$ cat src/rtl/instr_encoder.sv
// Encodes symbolic instruction requests into 32-bit ISA words and queues them
// in a small FIFO that drains onto an auto-addressed instruction-memory write port.
module instr_encoder #(
  parameter int                 DEPTH     = 4,
  parameter int                 ADDR_W    = 32,
  parameter logic [ADDR_W-1:0]  BASE_ADDR = '0,
  parameter int                 ADDR_STEP = 4
) (
  input  logic              clk,
  input  logic              rst,
  input  logic              clear,
  input  logic              in_valid,
  output logic              in_ready,
  input  logic [3:0]        in_kind,
  input  logic [2:0]        in_aluop,
  input  logic [4:0]        in_rs,
  input  logic [4:0]        in_rt,
  input  logic [4:0]        in_rd,
  input  logic [15:0]       in_imm,
  input  logic [25:0]       in_target,
  output logic              out_valid,
  input  logic              out_ready,
  output logic [ADDR_W-1:0] out_addr,
  output logic [31:0]       out_data,
  output logic              err,
  output logic              err_sticky,
  output logic [15:0]       word_count
);

  localparam int PTR_W = $clog2(DEPTH);
  localparam int CNT_W = PTR_W + 1;

  function automatic logic [31:0] encode(
    input logic [3:0]  kind,
    input logic [2:0]  aluop,
    input logic [4:0]  rs,
    input logic [4:0]  rt,
    input logic [4:0]  rd,
    input logic [15:0] imm,
    input logic [25:0] target
  );
    logic [31:0] word;
    word = '0;
    case (kind)
      4'd0:    word = {6'b000000, rs, rt, rd, 5'd0, 3'b000, aluop};
      4'd1:    word = {6'b000000, rs, 5'd0, 5'd0, 5'd0, 6'b001000};
      4'd2:    word = {3'b010, aluop, rs, rt, imm};
      4'd3:    word = {6'b100011, rs, rt, imm};
      4'd4:    word = {6'b101011, rs, rt, imm};
      4'd5:    word = {6'b110000, rs, rt, imm};
      4'd6:    word = {6'b110001, target};
      4'd7:    word = {6'b110011, target};
      default: word = '0;
    endcase
    return word;
  endfunction

  logic [31:0]      mem [DEPTH];
  logic [PTR_W-1:0] wr_ptr;
  logic [PTR_W-1:0] rd_ptr;
  logic [CNT_W-1:0] count;
  logic [31:0]      word_p0;
  logic             push;
  logic             push_legal;
  logic             pop;
  logic             flush;

  // Stage p0: request decode and handshake qualification
  assign in_ready   = (count != CNT_W'(DEPTH));
  assign out_valid  = (count != '0);
  assign push       = in_valid && in_ready;
  assign push_legal = push && !in_kind[3];
  assign pop        = out_valid && out_ready;
  assign flush      = rst || clear;
  assign word_p0    = encode(in_kind, in_aluop, in_rs, in_rt, in_rd, in_imm, in_target);

  // An empty FIFO presents zero so the word port shows nothing stale
  assign out_data = out_valid ? mem[rd_ptr] : '0;

  // Stage p1: FIFO storage, pointers, address and status registers
  always_ff @(posedge clk) begin
    if (!flush && push_legal) begin
      mem[wr_ptr] <= word_p0;
    end
  end

  always_ff @(posedge clk) begin
    if (flush) begin
      wr_ptr     <= '0;
      rd_ptr     <= '0;
      count      <= '0;
      out_addr   <= BASE_ADDR;
      err        <= 1'b0;
      err_sticky <= 1'b0;
      word_count <= '0;
    end else begin
      err <= push && in_kind[3];
      if (push && in_kind[3]) begin
        err_sticky <= 1'b1;
      end
      if (push_legal) begin
        wr_ptr <= wr_ptr + PTR_W'(1);
      end
      if (pop) begin
        rd_ptr     <= rd_ptr + PTR_W'(1);
        out_addr   <= out_addr + ADDR_W'(ADDR_STEP);
        word_count <= word_count + 16'd1;
      end
      case ({push_legal, pop})
        2'b10:   count <= count + CNT_W'(1);
        2'b01:   count <= count - CNT_W'(1);
        default: count <= count;
      endcase
    end
  end

endmodule
$ cat config.mk
export PLATFORM = sky130hd
export DESIGN_NAME = instr_encoder
export DESIGN_NICKNAME = d
export VERILOG_FILES = /design/src/rtl/instr_encoder.sv
export SDC_FILE = /design/constraint.sdc
export NUM_CORES = 1
export LEC_CHECK = 0
export CORE_ASPECT_RATIO = 1.75
export CORE_MARGIN = 3
export CORE_UTILIZATION = 52
export DETAILED_ROUTE_END_ITERATION = 6
export GPL_TIMING_DRIVEN = 0
export PLACE_DENSITY = 0.88
export SETUP_SLACK_MARGIN = 0.5
export SLEW_MARGIN = 20
export SYNTH_ARGS = -nofsm -noshare
export SYNTH_HDL_FRONTEND = slang
export SYNTH_SLANG_ARGS = --single-unit
$ cat constraint.sdc
create_clock -name clk -period 2.96 [get_ports clk]
set_input_delay 0.592 -clock clk [delete_from_list [all_inputs] [get_ports clk]]
set_output_delay 0.592 -clock clk [all_outputs]
set_load 0.005 [all_outputs]
* Word level (Yosys, flattened, before mapping)
Memories as Yosys holds them, arrays and structs flattened. A register that Yosys moved wholly into a read port is not among the register bits.
Cells that the tools add are included.
Widths: inputs -> output; s select.
** Operators by class
- $add $sub $neg :: 6
- Multiply operators :: 0
- Div/mod/pow operators :: 0
- $lt $le $gt $ge :: 0
- Eq/ne operators :: 10
- Shift operators :: 0
- Muxes and demuxes :: 7
- Bitwise gates (word level) :: 0
- Reductions and logical operators :: 11
** Operators by type and width (number)
- $pmux 32 s8 :: 1
- $add 32x3->32 const B :: 1
- $mux 32 :: 1
- $add 16x1->16 const B :: 1
- $eq 4x3->1 const B :: 4
- $eq 4x2->1 const B :: 2
- $pmux 3 s2 :: 1
- $logic_and 1x1->1 :: 5
- $add 2x1->2 const B :: 2
- $eq 4x1->1 const B :: 1
- $logic_not 4->1 :: 1
- $mux 2 :: 2
- $add 3x1->3 const B :: 1
- $ne 3x3->1 const B :: 1
- $reduce_bool 3->1 :: 1
- $sub 3x1->3 const B :: 1
- $eq 2x1->1 const B :: 1
- $eq 2x2->1 const B :: 1
- $logic_not 1->1 :: 2
- $mux 1 :: 2
- $reduce_bool 2->1 :: 1
- $logic_or 1x1->1 :: 1
** Word-level totals
- Flip-flop bits (word level) :: 57
- Bits in latches :: 0
- Memory bits (writable) :: 128
- Bits in read-only memories :: 0
- Input bits :: 69
- Output and inout bits :: 84
- Word-level logic and storage cells :: 42
- Memories :: 1
** Memories
- mem :: depth 4, bits a word 32, rd ports 1, clocked after Yosys merged registers in 1, write ports 1, RTL line 58 : logic [31:0] mem [DEPTH];

* Logic depth before layout (Yosys ltp)
- Word-level depth :: 6
- Gate-level depth with buffers :: 10
- Depth with buffers taken out :: 9

* Worst setup path after synthesis
No wires, ideal clock.
- Kind :: register to register
- From :: register count[2]
- To :: register count[2]
- Library setup time :: 0.070 ns
- Arrival :: 2.426 ns
- Data required time :: 2.890 ns
- Slack :: 0.463 ns
- Stages on the path, launching flop included :: 11
- Buffers on the path :: 1
- Clock period less this slack :: 2.497 ns
- Path through :: dfxtp_1 or3b_2 and3b_1 clkbuf_1 inv_1 ha_1 inv_1 fa_1 xor2_1 or3_1 a21oi_1
** On the way
- Longest elaborated chain between the ends :: 5
- Elaborated cells on any way between the ends :: 11
- Classes of those cells :: 2 x add/sub; 3 x eq/ne; 1 x mux; 5 x reduce/logical
** Ends and longest elaborated chain
- from (decl) :: RTL line 61 : logic [CNT_W-1:0] count;
- from (signal assigned) :: RTL line 110 : 2'b10: count <= count + CNT_W'(1);
- from (signal assigned) :: RTL line 111 : 2'b01: count <= count - CNT_W'(1);
- from (signal assigned) :: RTL line 112 : default: count <= count;
- $ne 3x3->1 * :: RTL line 69 : assign in_ready = (count != CNT_W'(DEPTH));
- named net in_ready :: RTL line 13 : output logic in_ready,
- $logic_and 1x1->1 * :: RTL line 71 : assign push = in_valid && in_ready;
- $logic_and 1x1->1 * :: RTL line 72 : assign push_legal = push && !in_kind[3];
- $eq 2x1->1 / $eq 2x2->1 (equally long branches) :: RTL line 109 : case ({push_legal, pop})
- $pmux 3 s2 / $reduce_bool 2->1 (equally long branches)
The timed path passes the listed nets; every way through them passes the cells marked *.
A chain may end at the register's enable or synchronous reset.

==> summary.md <==
| Metric | Value |
|---|---|
| Slew Viols, Final | `0` |
| Post-Place Setup Slack | `-0.4242 ns` |
| Hpwl dp | `15090 um` |
| Rows | `59` |
| Area Growth Syn to Fin | `35.62%` |
| Height of the die | `170.2 um` |
| Max-cap violations | `0` |
| Max incr delay on CP | `0.52 ns` |
| Layout cells sized above 1 | `22.45%` |
| CTS buffer count | `17` |
| R2R cell count | `10` |
| F_max | `0.3799 GHz` |
| Global-route wire length before repair | `34850 um` |
| Area leader, netlist | `edfxtp_1` |
| Non-Filler Instances | `1007` |
| Clock power share | `41.0%` |
| Root buf cell | `clkbuf_16` |
| Reg-to-Reg End | `count[2]` |
| Status | `finished clean` |
| Headroom to the max-slew limit | `27.49%` |
| Cells after Synth | `611` |
| CTS tree | `done` |
| Required time worst endpoint | `2.37 ns` |
| Synth warn | `0` |
| IO Count | `153` |
| DRC | `0` |
| Pint | `4162 uW` |
| Minimum clock period | `2.633 ns` |
| DR WL/cell | `22.45 um` |
| DRT iter0 DRCs | `443` |
| Top cells by area, synth | `edfxtp_1, dfxtp_1, mux4_2` |
| Sequential share of the synthesized area | `62.21%` |
| Die width | `99.84 um` |
| Clk_lat worst skew | `0.42 ns` |
| Largest net degree at the start of global routing | `30` |
| LEAKAGE | `0.003732 uW` |
| Worst hold path cell count | `2` |
| CP Capture Type | `output port` |
| Asr flop ratio synth | `0%` |
| Syn Std Cell Area | `8013 um^2` |
| Drt pass-1 iters | `5` |
| Arr. time, crit path | `2.04 ns` |
| Placed cells | `948` |
| Hold path start | `err_sticky` |
| CTS Sinks | `185` |
| H-tree levels | `4` |
| Top_reg_cell synth | `edfxtp_1` |
| Final hold vios | `0` |
| Hold_buf cts | `0` |
| Endpoints failing setup | `0` |
| Unique masters post-synth | `45` |
| Top delay family on crit path | `buffers and inverters` |
| Nets | `888` |
| Comb power frac | `7.1%` |
| Drt total wl | `22610 um` |
| DR vias | `6131` |
| CP Class | `register to output port` |
| Flop and latch count out of synthesis | `185` |
| Critical Path Stages | `7` |
| Number of vias per cell | `6.088` |
| Remaining Overflow, GRT | `0` |
| RD Place Congestion | `0.8334` |
| N_diodes | `0` |
| Vias in the first global route | `6363` |
| CP Launch Type | `register` |
| Worst-path fanout max | `6` |
| Count leader, synth | `edfxtp_1` |
| Worst vdd ir | `0.0004485 V` |
| Core area | `14990 um^2` |
| Clock tree buffer depth | `2` |
| Reg2Reg Setup Slack | `0.49 ns` |
| Clock transition at the registers of the reported paths | `0.07 ns` |
| Die area | `16990 um^2` |
| Filler Cell Count | `941` |
| Power per cell area | `494.0 nW/um^2` |
| WP buf/inv | `5` |
| Max stage delay cell, worst path | `mux4_2` |
| Number of synthesized flops with an enable pin | `128` |
| Syn avg cell area | `13.11 um^2` |
| Yosys top cell area share | `47.97%` |
| Fin crit share | `88.94%` |
| Final worst slack | `0.3274 ns` |
| Reg2reg start | `count[1]` |
| Worst hold slack | `0.4541 ns` |
| P_sw | `1205 uW` |
| Seq pwr share | `51.9%` |
| Worst Hold Class | `register to register` |
| Synth cell count leaders | `edfxtp_1, dfxtp_1, nor2_1, a21oi_1, nand2_1` |
| IO buf count | `148` |
| Clk_skew | `0.01274 ns` |
| Cells along the critical path | `clkbuf_16 -> buf_12 -> buf_16 -> buf_6 -> mux4_2 -> nor2b_4 -> buf_2` |
| RSZ-0062 raised after global routing | `yes` |
| Initial Utilization | `53.47%` |
| Switching share of power | `22.46%` |
| Slew @ Worst Pin | `1.078 ns` |
| GRT Util Overall | `26.85%` |
| Critical Path End | `out_data[20]` |
| Initial antenna violation count | `0` |
| Final ANT Viol Nets | `0` |
cell families (layout without fill, tap and decap cells):
logic type	count (synthesis)	after routing	synth area share, %
other	1	2	0.04680
AND/OR/NAND/NOR	218	218	14.71
flip-flops	185	185	62.21
XOR/XNOR	25	25	2.733
AO/OA/AOI/OAI	88	88	7.043
multiplexers	35	35	9.385
adder cells (fa/ha/maj)	8	8	1.343
buffers and inverters	51	263	2.529
cells in the final DEF (no fill, tap or decap), drive strengths merged, types with 11 or more instances in the layout:
cell and n:
dfxtp 57, nand2 39, edfxtp 128, nor2b 34, o31ai 12, nand3 13, a21oi 43, clkdlybuf4s50 115
or3 14, nand4 13, xor2 11, clkbuf 43, or4 12, mux4 32, xnor2 14, nor2 46
and3 11, o21ai 14, inv 29, buf 72
metal layers:
metal  part of all wire, %  up-vias  track usage, %
met5                     0        -               0
met4                   4.7        0           13.73
met3                   6.4       75           4.635
met2                    56      346           49.52
met1                    33     2997           28.88
li1                      -     2713               -
worst min path at each step:
stage | to
after floorplan | err_sticky
after CTS | err_sticky
final | err_sticky
after detailed placement | err_sticky
after global routing | err_sticky
after global placement | err_sticky
timing repair:
action / in CTS / in global routing
gates cloned: 3 / 0
setup buffers: 13 / 11
setup endpoints to repair: 40 / 41
pin swaps: 2 / 7
resized for setup: 192 / 27
final cells by class:
type	count	area [um^2]	area share [%]
Clock inverter	13	118.9	1.094
Tap cell	183	229.0	2.107
Timing Repair Buffer	180	1737	15.98
Multi-Input combinational cell	376	3013	27.73
Clock buffer	19	454.2	4.180
Inverter	19	76.32	0.7024
Sequential cell	185	4997	45.99
Buffer	32	241.5	2.222
tightest hold or removal path, cell delays in order (launching register included):
cell,delay [ns]
dfxtp_1,0.31
inv_1,0.05
a21oi_1,0.05
stage by stage:
stage                     util, %  instance area (um^2)  total power [uW]  setup TNS [ns]
after floorplan                 -                  8019              2989               0
after CTS                   71.22                 10670              5355               0
after global routing        72.51                 10870              5516               0
after detailed placement    65.57                  9826              3179         -0.6094
after global placement      64.92                  9729              3159          -57.41
final                       72.51                 10870              5368               0
state kept, by name, summed over array words and instances (netlist names), named ones only:
name and cells:
err_sticky 1, out_addr 30, count 3, mem 128, err 1, word_count 16, wr_ptr 2, rd_ptr 2
power groups by stage:
stage                     Combinational [uW]  Clock [uW]  Sequential [uW]
final                                    382        2200             2790
after global routing                     407        2320             2790
after CTS                                358        2210             2790
after detailed placement                 334           0             2850
after global placement                   315           0             2840
after floorplan                          145           0             2840
No activity file was read; power rests on OpenSTA's default activity.
